==> config.mk <==
export PLATFORM = sky130hd
export DESIGN_NAME = mul_share_arb
export DESIGN_NICKNAME = d
export VERILOG_FILES = /design/src/rtl/mul_share_arb.sv
export SDC_FILE = /design/constraint.sdc
export NUM_CORES = 2
export LEC_CHECK = 0
export BUFFER_PORTS_ARGS = -buffer_cell sky130_fd_sc_hd__buf_2
export CAP_MARGIN = 10
export CORE_MARGIN = 2
export CORE_UTILIZATION = 45
export DETAILED_ROUTE_END_ITERATION = 10
export GPL_TIMING_DRIVEN = 0
export PLACE_DENSITY_LB_ADDON = 0.25
export SYNTH_ARGS = -nofsm -noshare
export SYNTH_HDL_FRONTEND = slang
export SYNTH_HIERARCHICAL = 1
export SYNTH_SLANG_ARGS = --single-unit
==> constraint.sdc <==
create_clock -name clk -period 9.5 [get_ports clk]
set_clock_uncertainty 0.05 [all_clocks]
set_input_delay 0.95 -clock clk [delete_from_list [all_inputs] [get_ports clk]]
set_output_delay 0.95 -clock clk [all_outputs]
set_load 0.005 [all_outputs]
==> src/rtl/mul_share_arb.sv <==
// mul_share_arb: shares one pipelined 33x33 booth_walloc multiplier between
// NREQ requesters. Each port has its own response FIFO and credit count, so the
// multiplier's non-stallable output always has a slot waiting for it.
// Optional feature macro: MUL_ARB_RR_EN (round-robin grant). When it is not
// defined, the grant uses fixed priority and the lowest index wins.

// Two-stage multiplier: operands are registered on accept, and the product is
// registered one edge later. in_ready stays low for the first cycle after reset.
module booth_walloc (
    input  logic        clk,
    input  logic        reset,
    input  logic        in_valid,
    output logic        in_ready,
    input  logic [32:0] src1,
    input  logic [32:0] src2,
    output logic        first_doing,
    output logic        out_valid,
    output logic [63:0] result
);
    logic               rdy_q;
    logic               s1_vld_q;
    logic               out_vld_q;
    logic signed [32:0] s1_a_q;
    logic signed [32:0] s1_b_q;
    logic        [63:0] res_q;
    logic        [63:0] prod_s;

    // Pipeline valid bits and the startup hold on in_ready
    always_ff @(posedge clk) begin
        if (reset) begin
            rdy_q     <= 1'b0;
            s1_vld_q  <= 1'b0;
            out_vld_q <= 1'b0;
        end else begin
            rdy_q     <= 1'b1;
            s1_vld_q  <= in_valid & rdy_q;
            out_vld_q <= s1_vld_q;
        end
    end

    // Low 64 bits of the sign-extended product are exact for both operand modes
    always_comb begin
        prod_s = 64'(s1_a_q) * 64'(s1_b_q);
    end

    // Datapath registers; they are qualified by the valid bits, so they have no reset
    always_ff @(posedge clk) begin
        s1_a_q <= src1;
        s1_b_q <= src2;
        res_q  <= prod_s;
    end

    assign in_ready    = rdy_q;
    assign first_doing = s1_vld_q;
    assign out_valid   = out_vld_q;
    assign result      = res_q;
endmodule

// Simulation checks on the arbiter's internal bookkeeping
module mul_share_arb_chk #(
    parameter int NREQ = 2
) (
    input logic            clk_i,
    input logic            reset_i,
    input logic [NREQ-1:0] wr_i,
    input logic [NREQ-1:0] pop_i,
    input logic [NREQ-1:0] full_i,
    input logic            tag0_vld_i,
    input logic            first_doing_i,
    input logic            tag1_vld_i,
    input logic            out_valid_i
);
    a_no_overflow: assert property (@(posedge clk_i) disable iff (reset_i)
        ((wr_i & full_i & ~pop_i) == {NREQ{1'b0}}));
    a_tag_align: assert property (@(posedge clk_i) disable iff (reset_i)
        ((tag0_vld_i == first_doing_i) && (tag1_vld_i == out_valid_i)));
endmodule

module mul_share_arb #(
    parameter int NREQ       = 2,
    parameter int RESP_DEPTH = 2
) (
    input  logic                 clk,
    input  logic                 reset,
    input  logic [NREQ-1:0]      req_valid,
    output logic [NREQ-1:0]      req_ready,
    input  logic [NREQ*32-1:0]   req_a,
    input  logic [NREQ*32-1:0]   req_b,
    input  logic [NREQ-1:0]      req_signed,
    output logic [NREQ-1:0]      resp_valid,
    input  logic [NREQ-1:0]      resp_ready,
    output logic [NREQ*64-1:0]   resp_data
);
    localparam int ID_W  = $clog2(NREQ);
    localparam int PTR_W = $clog2(RESP_DEPTH);
    localparam int CNT_W = 3;

    logic [63:0]      mem_q    [NREQ][RESP_DEPTH];
    logic [PTR_W-1:0] wr_ptr_q [NREQ];
    logic [PTR_W-1:0] wr_ptr_d [NREQ];
    logic [PTR_W-1:0] rd_ptr_q [NREQ];
    logic [PTR_W-1:0] rd_ptr_d [NREQ];
    logic [CNT_W-1:0] cnt_q    [NREQ];
    logic [CNT_W-1:0] cnt_d    [NREQ];
    logic [CNT_W-1:0] infl_q   [NREQ];
    logic [CNT_W-1:0] infl_d   [NREQ];
    logic [1:0]       tag_vld_q;
    logic [ID_W-1:0]  tag_id_q [2];

    logic [NREQ-1:0]  elig_s;
    logic [NREQ-1:0]  gnt_s;
    logic [NREQ-1:0]  wr_s;
    logic [NREQ-1:0]  pop_s;
    logic [NREQ-1:0]  full_s;
    logic             any_gnt_s;
    logic [ID_W-1:0]  gnt_id_s;
    logic [32:0]      mul_a_s;
    logic [32:0]      mul_b_s;
    logic             mul_in_ready_s;
    logic             mul_first_s;
    logic             mul_out_valid_s;
    logic [63:0]      mul_res_s;

    // Circular-buffer pointer advance with wrap at RESP_DEPTH
    function automatic logic [PTR_W-1:0] next_ptr(input logic [PTR_W-1:0] p);
        if (p == PTR_W'(RESP_DEPTH - 1)) begin
            return {PTR_W{1'b0}};
        end else begin
            return p + PTR_W'(1);
        end
    endfunction

    // A port may issue only when it has a free response slot and the multiplier can take it
    always_comb begin
        elig_s = {NREQ{1'b0}};
        for (int i = 0; i < NREQ; i++) begin
            if (req_valid[i] && mul_in_ready_s &&
                ((4'(cnt_q[i]) + 4'(infl_q[i])) < 4'(RESP_DEPTH))) begin
                elig_s[i] = 1'b1;
            end else begin
                elig_s[i] = 1'b0;
            end
        end
    end

`ifdef MUL_ARB_RR_EN
    logic [ID_W-1:0] rr_q;
    logic [ID_W-1:0] rr_d;
    int              best_v;
    int              dist_v;

    // Round-robin pick: the eligible port closest after the last granted one
    always_comb begin
        any_gnt_s = 1'b0;
        gnt_id_s  = {ID_W{1'b0}};
        best_v    = NREQ;
        dist_v    = 0;
        for (int i = 0; i < NREQ; i++) begin
            dist_v = i - int'(rr_q) - 1;
            if (dist_v < 0) begin
                dist_v = dist_v + NREQ;
            end else begin
                dist_v = dist_v;
            end
            if (elig_s[i] && (dist_v < best_v)) begin
                best_v    = dist_v;
                any_gnt_s = 1'b1;
                gnt_id_s  = ID_W'(i);
            end else begin
                best_v    = best_v;
            end
        end
        if (any_gnt_s) begin
            rr_d = gnt_id_s;
        end else begin
            rr_d = rr_q;
        end
    end

    // Pointer moves only on a grant; reset leaves port 0 with first priority
    always_ff @(posedge clk) begin
        if (reset) begin
            rr_q <= ID_W'(NREQ - 1);
        end else begin
            rr_q <= rr_d;
        end
    end
`else
    // Fixed priority: the lowest eligible index wins
    always_comb begin
        any_gnt_s = 1'b0;
        gnt_id_s  = {ID_W{1'b0}};
        for (int i = NREQ - 1; i >= 0; i--) begin
            if (elig_s[i]) begin
                any_gnt_s = 1'b1;
                gnt_id_s  = ID_W'(i);
            end else begin
                any_gnt_s = any_gnt_s;
            end
        end
    end
`endif

    // One-hot grant vector and the operand mux, with 33-bit extension for the sign mode
    always_comb begin
        gnt_s   = {NREQ{1'b0}};
        mul_a_s = 33'd0;
        mul_b_s = 33'd0;
        for (int i = 0; i < NREQ; i++) begin
            if (any_gnt_s && (gnt_id_s == ID_W'(i))) begin
                gnt_s[i] = 1'b1;
                if (req_signed[i]) begin
                    mul_a_s = {req_a[32*i+31], req_a[32*i +: 32]};
                    mul_b_s = {req_b[32*i+31], req_b[32*i +: 32]};
                end else begin
                    mul_a_s = {1'b0, req_a[32*i +: 32]};
                    mul_b_s = {1'b0, req_b[32*i +: 32]};
                end
            end else begin
                gnt_s[i] = 1'b0;
            end
        end
    end

    assign req_ready = gnt_s;

    booth_walloc u_mul (
        .clk         (clk),
        .reset       (reset),
        .in_valid    (any_gnt_s),
        .in_ready    (mul_in_ready_s),
        .src1        (mul_a_s),
        .src2        (mul_b_s),
        .first_doing (mul_first_s),
        .out_valid   (mul_out_valid_s),
        .result      (mul_res_s)
    );

    // Tag pipeline tracks which port owns each product in flight
    always_ff @(posedge clk) begin
        if (reset) begin
            tag_vld_q   <= 2'b00;
            tag_id_q[0] <= {ID_W{1'b0}};
            tag_id_q[1] <= {ID_W{1'b0}};
        end else begin
            tag_vld_q   <= {tag_vld_q[0], any_gnt_s};
            tag_id_q[0] <= gnt_id_s;
            tag_id_q[1] <= tag_id_q[0];
        end
    end

    // Per-port write/pop strobes and the next-state of counts, credits and pointers
    always_comb begin
        wr_s   = {NREQ{1'b0}};
        pop_s  = {NREQ{1'b0}};
        full_s = {NREQ{1'b0}};
        for (int i = 0; i < NREQ; i++) begin
            wr_s[i]     = mul_out_valid_s && tag_vld_q[1] && (tag_id_q[1] == ID_W'(i));
            pop_s[i]    = (cnt_q[i] != CNT_W'(0)) && resp_ready[i];
            full_s[i]   = (cnt_q[i] == CNT_W'(RESP_DEPTH));
            cnt_d[i]    = cnt_q[i];
            infl_d[i]   = infl_q[i];
            wr_ptr_d[i] = wr_ptr_q[i];
            rd_ptr_d[i] = rd_ptr_q[i];
            case ({wr_s[i], pop_s[i]})
                2'b10:   cnt_d[i] = cnt_q[i] + CNT_W'(1);
                2'b01:   cnt_d[i] = cnt_q[i] - CNT_W'(1);
                default: cnt_d[i] = cnt_q[i];
            endcase
            case ({gnt_s[i], wr_s[i]})
                2'b10:   infl_d[i] = infl_q[i] + CNT_W'(1);
                2'b01:   infl_d[i] = infl_q[i] - CNT_W'(1);
                default: infl_d[i] = infl_q[i];
            endcase
            if (wr_s[i]) begin
                wr_ptr_d[i] = next_ptr(wr_ptr_q[i]);
            end else begin
                wr_ptr_d[i] = wr_ptr_q[i];
            end
            if (pop_s[i]) begin
                rd_ptr_d[i] = next_ptr(rd_ptr_q[i]);
            end else begin
                rd_ptr_d[i] = rd_ptr_q[i];
            end
        end
    end

    // Count, credit and pointer registers
    always_ff @(posedge clk) begin
        for (int i = 0; i < NREQ; i++) begin
            if (reset) begin
                cnt_q[i]    <= {CNT_W{1'b0}};
                infl_q[i]   <= {CNT_W{1'b0}};
                wr_ptr_q[i] <= {PTR_W{1'b0}};
                rd_ptr_q[i] <= {PTR_W{1'b0}};
            end else begin
                cnt_q[i]    <= cnt_d[i];
                infl_q[i]   <= infl_d[i];
                wr_ptr_q[i] <= wr_ptr_d[i];
                rd_ptr_q[i] <= rd_ptr_d[i];
            end
        end
    end

    // FIFO storage is not reset; the head output is gated by the count instead
    always_ff @(posedge clk) begin
        for (int i = 0; i < NREQ; i++) begin
            if (wr_s[i]) begin
                mem_q[i][wr_ptr_q[i]] <= mul_res_s;
            end
        end
    end

    // Head-of-FIFO presentation, driven from registered state only
    always_comb begin
        resp_valid = {NREQ{1'b0}};
        resp_data  = {(NREQ*64){1'b0}};
        for (int i = 0; i < NREQ; i++) begin
            if (cnt_q[i] != CNT_W'(0)) begin
                resp_valid[i]         = 1'b1;
                resp_data[64*i +: 64] = mem_q[i][rd_ptr_q[i]];
            end else begin
                resp_valid[i]         = 1'b0;
                resp_data[64*i +: 64] = 64'd0;
            end
        end
    end

    mul_share_arb_chk #(.NREQ(NREQ)) u_chk (
        .clk_i         (clk),
        .reset_i       (reset),
        .wr_i          (wr_s),
        .pop_i         (pop_s),
        .full_i        (full_s),
        .tag0_vld_i    (tag_vld_q[0]),
        .first_doing_i (mul_first_s),
        .tag1_vld_i    (tag_vld_q[1]),
        .out_valid_i   (mul_out_valid_s)
    );
endmodule
# Yosys cells after proc, flatten, opt, wreduce, memory -nomap -nowiden
# Memories as Yosys holds them, arrays and structs flattened.
# Cells that the tools add are included.
# classes
add_sub_neg,14
multipliers,1
order_cmp,8
n_eq_ne,8
mux,61
bitwise,17
n_reduce_logical,16
# op_table
operator,count
two-way mux 64 bit,10
two-way mux 128 bit,4
two-way mux 33 bit,8
demux 64 bit (select 1 bit),2
OR reduction 128 bit,1
multiplier 33 x 33 -> 64 bit,1
two-way mux 1 bit,29
one-hot mux 3 bit (2 select lines),4
logical AND 1 bit,13
adder 3 x 1 -> 3 bit (second input constant),4
two-way mux 3 bit,4
subtractor 3 x 1 -> 3 bit (second input constant),4
OR 1 bit,10
adder 3 x 3 -> 4 bit,2
equality test 2 x 1 -> 1 bit (second input constant),4
equality test 2 bit (second input constant),4
greater-or-equal comparator 2 bit (second input constant),4
less-than comparator 4 x 2 -> 1 bit (second input constant),2
inverter 1 -> 2 bit,4
nonzero test 3 bit,2
adder 1 bit (second input constant),4
less-than comparator 2 x 1 -> 1 bit (second input constant),2
inverter 1 bit,2
AND 1 bit,1
# word_totals
register_bits,135
ram_bits,274
inputBits,136
out_inout_bits,132
word_cells,138
memories,6
# memory_table
memory,depth,word_bits,rd,rd_ports_with_merged_regs,write_ports,line_no,rtl
mem_q,2,128,2,0,1,98,logic [63:0] mem_q [NREQ][RESP_DEPTH];
cnt_q,2,3,2,0,2,103,logic [CNT_W-1:0] cnt_q [NREQ];
infl_q,2,3,2,0,2,105,logic [CNT_W-1:0] infl_q [NREQ];
rd_ptr_q,2,1,2,0,2,101,logic [PTR_W-1:0] rd_ptr_q [NREQ];
tag_id_q,2,1,2,0,2,108,logic [ID_W-1:0] tag_id_q [2];
wr_ptr_q,2,1,2,0,2,99,logic [PTR_W-1:0] wr_ptr_q [NREQ];

# Depth between registers and ports, before layout
# depth
depth_word,12
depth_mapped,30
ltp_nobuf,28

# Modules after synthesis
# The synthesis kept the hierarchy.
# modules_own_cells
module,n_inst,cells_each,area_each_um2,seq_area_each_um2
booth_walloc,1,4207,40630.2,2662.6
mul_share_arb,1,826,12087.8,8087.8

# Worst setup path after synthesis
# OpenSTA, ideal clock, no wires.
# synth_timing
kind,register to register
from,reg u_mul.s1_a_q[32]
to,"reg u_mul.res_q[63], in the netlist u_mul/result[63]"
setup_ps,72
arrival_ps,7754
path_slack_ps,1624
path_stages_with_launch,26
path_cell_list,dfxtp_1 > clkbuf_1 > nand2_1 > inv_1 > fa_1 > fa_1 > fa_1 > inv_1 > fa_1 > inv_1 > fa_1 > fa_1 > fa_1 > inv_1 > fa_1 > inv_1 > ha_1 > a21o_1 > a21o_1 > a221oi_2 > o31ai_2 > a31oi_4 > o21ai_2 > a221o_1 > a21oi_2 > xnor2_1
# synth_via
elab_chain_len,1
# synth_lines
element,line_no,rtl
from (decl),23,logic signed [32:0] s1_a_q;
from (signal assigned),48,s1_a_q <= src1;
multiplier 33 x 33 -> 64 bit,43,prod_s = 64'(s1_a_q) * 64'(s1_b_q);
named net u_mul.prod_s[63],26,logic [63:0] prod_s;
to (signal assigned),50,res_q <= prod_s;
to (decl),25,logic [63:0] res_q;
# The timed path passes the listed nets, and every way through them passes these cells.
# A chain may end at the register's enable or synchronous reset.

# Worst setup path after layout
# layout_timing
from,reg u_mul.s1_a_q[20]
to,"reg u_mul.res_q[62], in the netlist u_mul/result[62]"
# Same word-level chain as after synthesis.

==> metrics.md <==
| Metric | Value |
|---|---|
| Cell with the most instances after synthesis | `fa_1` |
| Die height | `~350 um` |
| Filler instances | `10,910` |
| Sequential share of the synthesized area | `20.39%` |
| Cts bufs inserted | `44` |
| Slew Limit Fails | `0` |
| Starting Density | `45.37%` |
| Asr flop ratio synth | `0%` |
| Reported net switching power | `0.006751 W` |
| RR Endpoint | `u_mul/result[62]` |
| Worst hold path class | `flip-flop to flip-flop` |
| Number of global-route vias before repair | `just under 40,000` |
| CP max-delay cell | `clkbuf_1` |
| Post-synthesis cell count | `about 5,000` |
| Pre-antenna DRT Iters | `5` |
| Compound-Gate Fraction of Synth Area | `2.639%` |
| Congestion Overflow GR | `0` |
| Top cell by count, worst path | `fa_1` |
| Kind of end point of the critical path | `flip-flop` |
| R2R depth | `26` |
| Width of the die | `346.3 um` |
| Placed Instance Area | `0.05612 mm2` |
| Worst-Margin Slew | `between 1000 and 1500 ps` |
| Site row count | `roughly 130` |
| Post-synth top area share | `a little over two fifths` |
| Synth area leaders | `fa_1, edfxtp_1, inv_1` |
| Static Leakage | `28.25 nW` |
| Synth Area in Simple Gates | `13.57%` |
| Antenna violations before repair | `13` |
| Post-Synthesis Cell Area | `0.05272 mm2` |
| Post-Synth Adder-Cell Area | `48.17%` |
| Peak VDD IR | `0.2597 mV` |
| Pre-CTS WS | `-1144 ps` |
| Wire per inst | `25.88 um` |
| CTS Buffer Depth | `3` |
| Clock Sinks | `409` |
| Core area | `roughly 0.12 mm2` |
| Post-Syn Nets | `6,520` |
| Area grow syn2layout | `9.997%` |
| Cell-internal power | `0.006571 W` |
| P per Cell Area | `229.7 mW/mm2` |
| Req. time, crit path | `9890 ps` |
| Slowest cell delay on critical path | `700 ps` |
| Final ANT Viol Nets | `0` |
| RSZ-0062 raised after global routing | `true` |
| Layout cells sized above 1 | `11.71%` |
| Final WS setup | `72.64 ps` |
| Worst R2R Setup Slack | `70 ps` |
| First-pass GRT wire length | `264,200 um` |
| Post-synth EDFFs | `256` |
| Synth Flop Type | `edfxtp_1` |
| Clk_lat worst skew | `650 ps` |
| Post-synth top cells | `fa_1, inv_1, nand2_1` |
| Net Sw Frac | `between 50% and 60%` |
| DP Wirelength | `147,000 um` |
| Crit path to | `u_mul/result[62]` |
| Fin Setup TNS | `0 ps` |
| Yosys reg bits | `409` |
| Largest net degree at the start of global routing | `52` |
| Crit path arrival time | `9810 ps` |
| Final Net Count | `about 6,800` |
| Largest area contributor in the netlist | `fa_1` |
| Final design instance area without fill | `just under 0.06 mm2` |
| Status | `completed` |
| Critical Path Fanout Max | `10` |
| Mux cell area share after synthesis | `3.940%` |
| Die Area | `about 0.12 mm2` |
| Number of max-cap violations | `0` |
| Highest Clock Rate | `around 0.11 GHz` |
| Worst Setup SP | `u_mul/s1_a_q[20]` |
| Worst-path clk slew | `60 ps` |
| Count of different cell masters after synthesis | `66` |
| Total power | `0.01332 W` |
| Reg-to-reg critical path startpoint | `u_mul/s1_a_q[20]` |
| Root Buffer | `clkbuf_16` |
| Critical path class | `flip-flop to flip-flop` |
| H-tree levels | `2` |
| Fin. Hold Viols | `0` |
| Final setup viols | `0` |
| Residual DRC | `0` |
| Combinational Power Share | `67.9%` |
| CP Launch Type | `flip-flop` |
| Slew margin rel. | `23.45%` |
| Vias per cell | `5.339` |
| Final period util | `99.24%` |
| GRT Util Overall | `30.74%` |
| CTS Hold Buffers Added | `0` |
| Routed wire length | `approximately 180,000 um` |
| Boundary Pins | `268` |
| Time the worst path needs with I/O delays and setup | `9427 ps` |
| Port bufs | `between 200 and 300` |
| GPL Wtd Cong | `1.060` |
| Vias after detailed routing | `36,980` |
| Flop pwr share | `18.9%` |
| XOR/XNOR Fraction of Synth Area | `1.512%` |
| CTS tree | `built` |
| Synth Area per Inst | `10.47 um2` |
| YS warnings | `6` |
| Combinational family with the most area after synthesis | `adder cells` |
| Initial DRC Count | `between 3,000 and 4,000` |
| Final Util | `49.90%` |
| Clk network pwr share | `13.1%` |
[area by class of cell]
type / instances / area, um2 / share of cell area [%]
Inverter: 1095 / 4120 / 7.105
Sequential cell: 409 / 10770 / 18.57
Antenna cell: 5 / 12.51 / 0.02158
Tap cell: 1524 / 1907 / 3.288
Clock inverter: 26 / 235.2 / 0.4056
Timing Repair Buffer: 282 / 1551 / 2.676
Multi-Input combinational cell: 3272 / 36940 / 63.70
Clock buffer: 56 / 1239 / 2.136
Buffer: 256 / 1219 / 2.102
[state kept, by name, indices dropped and copies added, names as in the netlist]
register,cells
u_mul/s1_a_q,33
u_mul/out_valid,1
cnt_q,6
rd_ptr_q,2
u_mul/result,64
tag_vld_q,2
tag_id_q,2
u_mul/s1_b_q,33
u_mul/in_ready,1
wr_ptr_q,2
u_mul/first_doing,1
infl_q,6
mem_q,256
[cell families after synthesis]
logic type      Yosys count
simple gates           1430
buf+inv                1352
fa+ha+maj              1351
flops                   409
compound gates          206
mux                     194
xor+xnor                 91
[layout by cell type (no fill, tap or decap), types with 39 or more instances in the layout]
cell,Yosys,routed
a21o_1,39,39
a21oi_1,64,63
and2_1,554,552
and3_1,63,63
buf_2,12,281
clkbuf_1,231,108
clkbuf_16,0,46
clkbuf_2,0,115
dfxtp_1,153,139
edfxtp_1,256,256
fa_1,1131,1128
ha_1,220,220
inv_1,1094,1092
mux2_2,48,48
mux2i_1,131,131
nand2_1,556,556
nor2_1,167,164
xnor2_1,55,53
[worst min-delay path by stage]
stage                      startpoint               to  slack (ps)  depth (start not counted)
finish                u_mul/result[1]     mem_q[0][65]         380                          0
global route             tag_vld_q[0]     tag_vld_q[1]         410                          1
global placement    u_mul/first_doing  u_mul/out_valid         370                          1
CTS                   u_mul/result[1]     mem_q[0][65]         390                          0
detailed placement       tag_vld_q[0]     tag_vld_q[1]         380                          1
floorplan              tag_id_q[0][0]   tag_id_q[0][1]         360                          1
[power by group through the flow]
stage | logic [W] | clock network (W) | registers (W)
floorplan | 0.00581 | 0 | 0.00241
global placement | 0.00868 | 0 | 0.00253
detailed placement | 0.00875 | 0 | 0.00255
CTS | 0.00887 | 0.00179 | 0.00251
global route | 0.0101 | 0.00186 | 0.00254
finish | 0.00905 | 0.00175 | 0.00252
[worst max-delay path: cells and delay by family (launching register included)]
kind            cells  cell delay, ps
fa+ha+maj           9            4540
compound gates      7            2120
buf+inv             7            1420
flops               1             500
simple gates        2             350
mux                 1             180
[timing repair]
action                     in CTS  in global routing
buffers inserted                1                  8
pin swaps                       0                  5
gates resized for setup        50                268
setup endpoints to repair      12                 12
[per-stage QoR]
step,hold slack (ps),cells
finish,382.8,6925
global route,405.8,6920
CTS,387.6,6913
detailed placement,378.2,6830
global placement,367.6,6824
floorplan,363.8,5033
[layer usage]
| metal | share of wire [%] | GRT usage [%] |
|---|---|---|
| met5 | 0.065 | 0 |
| met4 | 5.6 | 13.85 |
| met3 | 12 | 9.604 |
| met2 | 44 | 46.80 |
| met1 | 39 | 40.33 |
(Power assumes the default switching activity.)
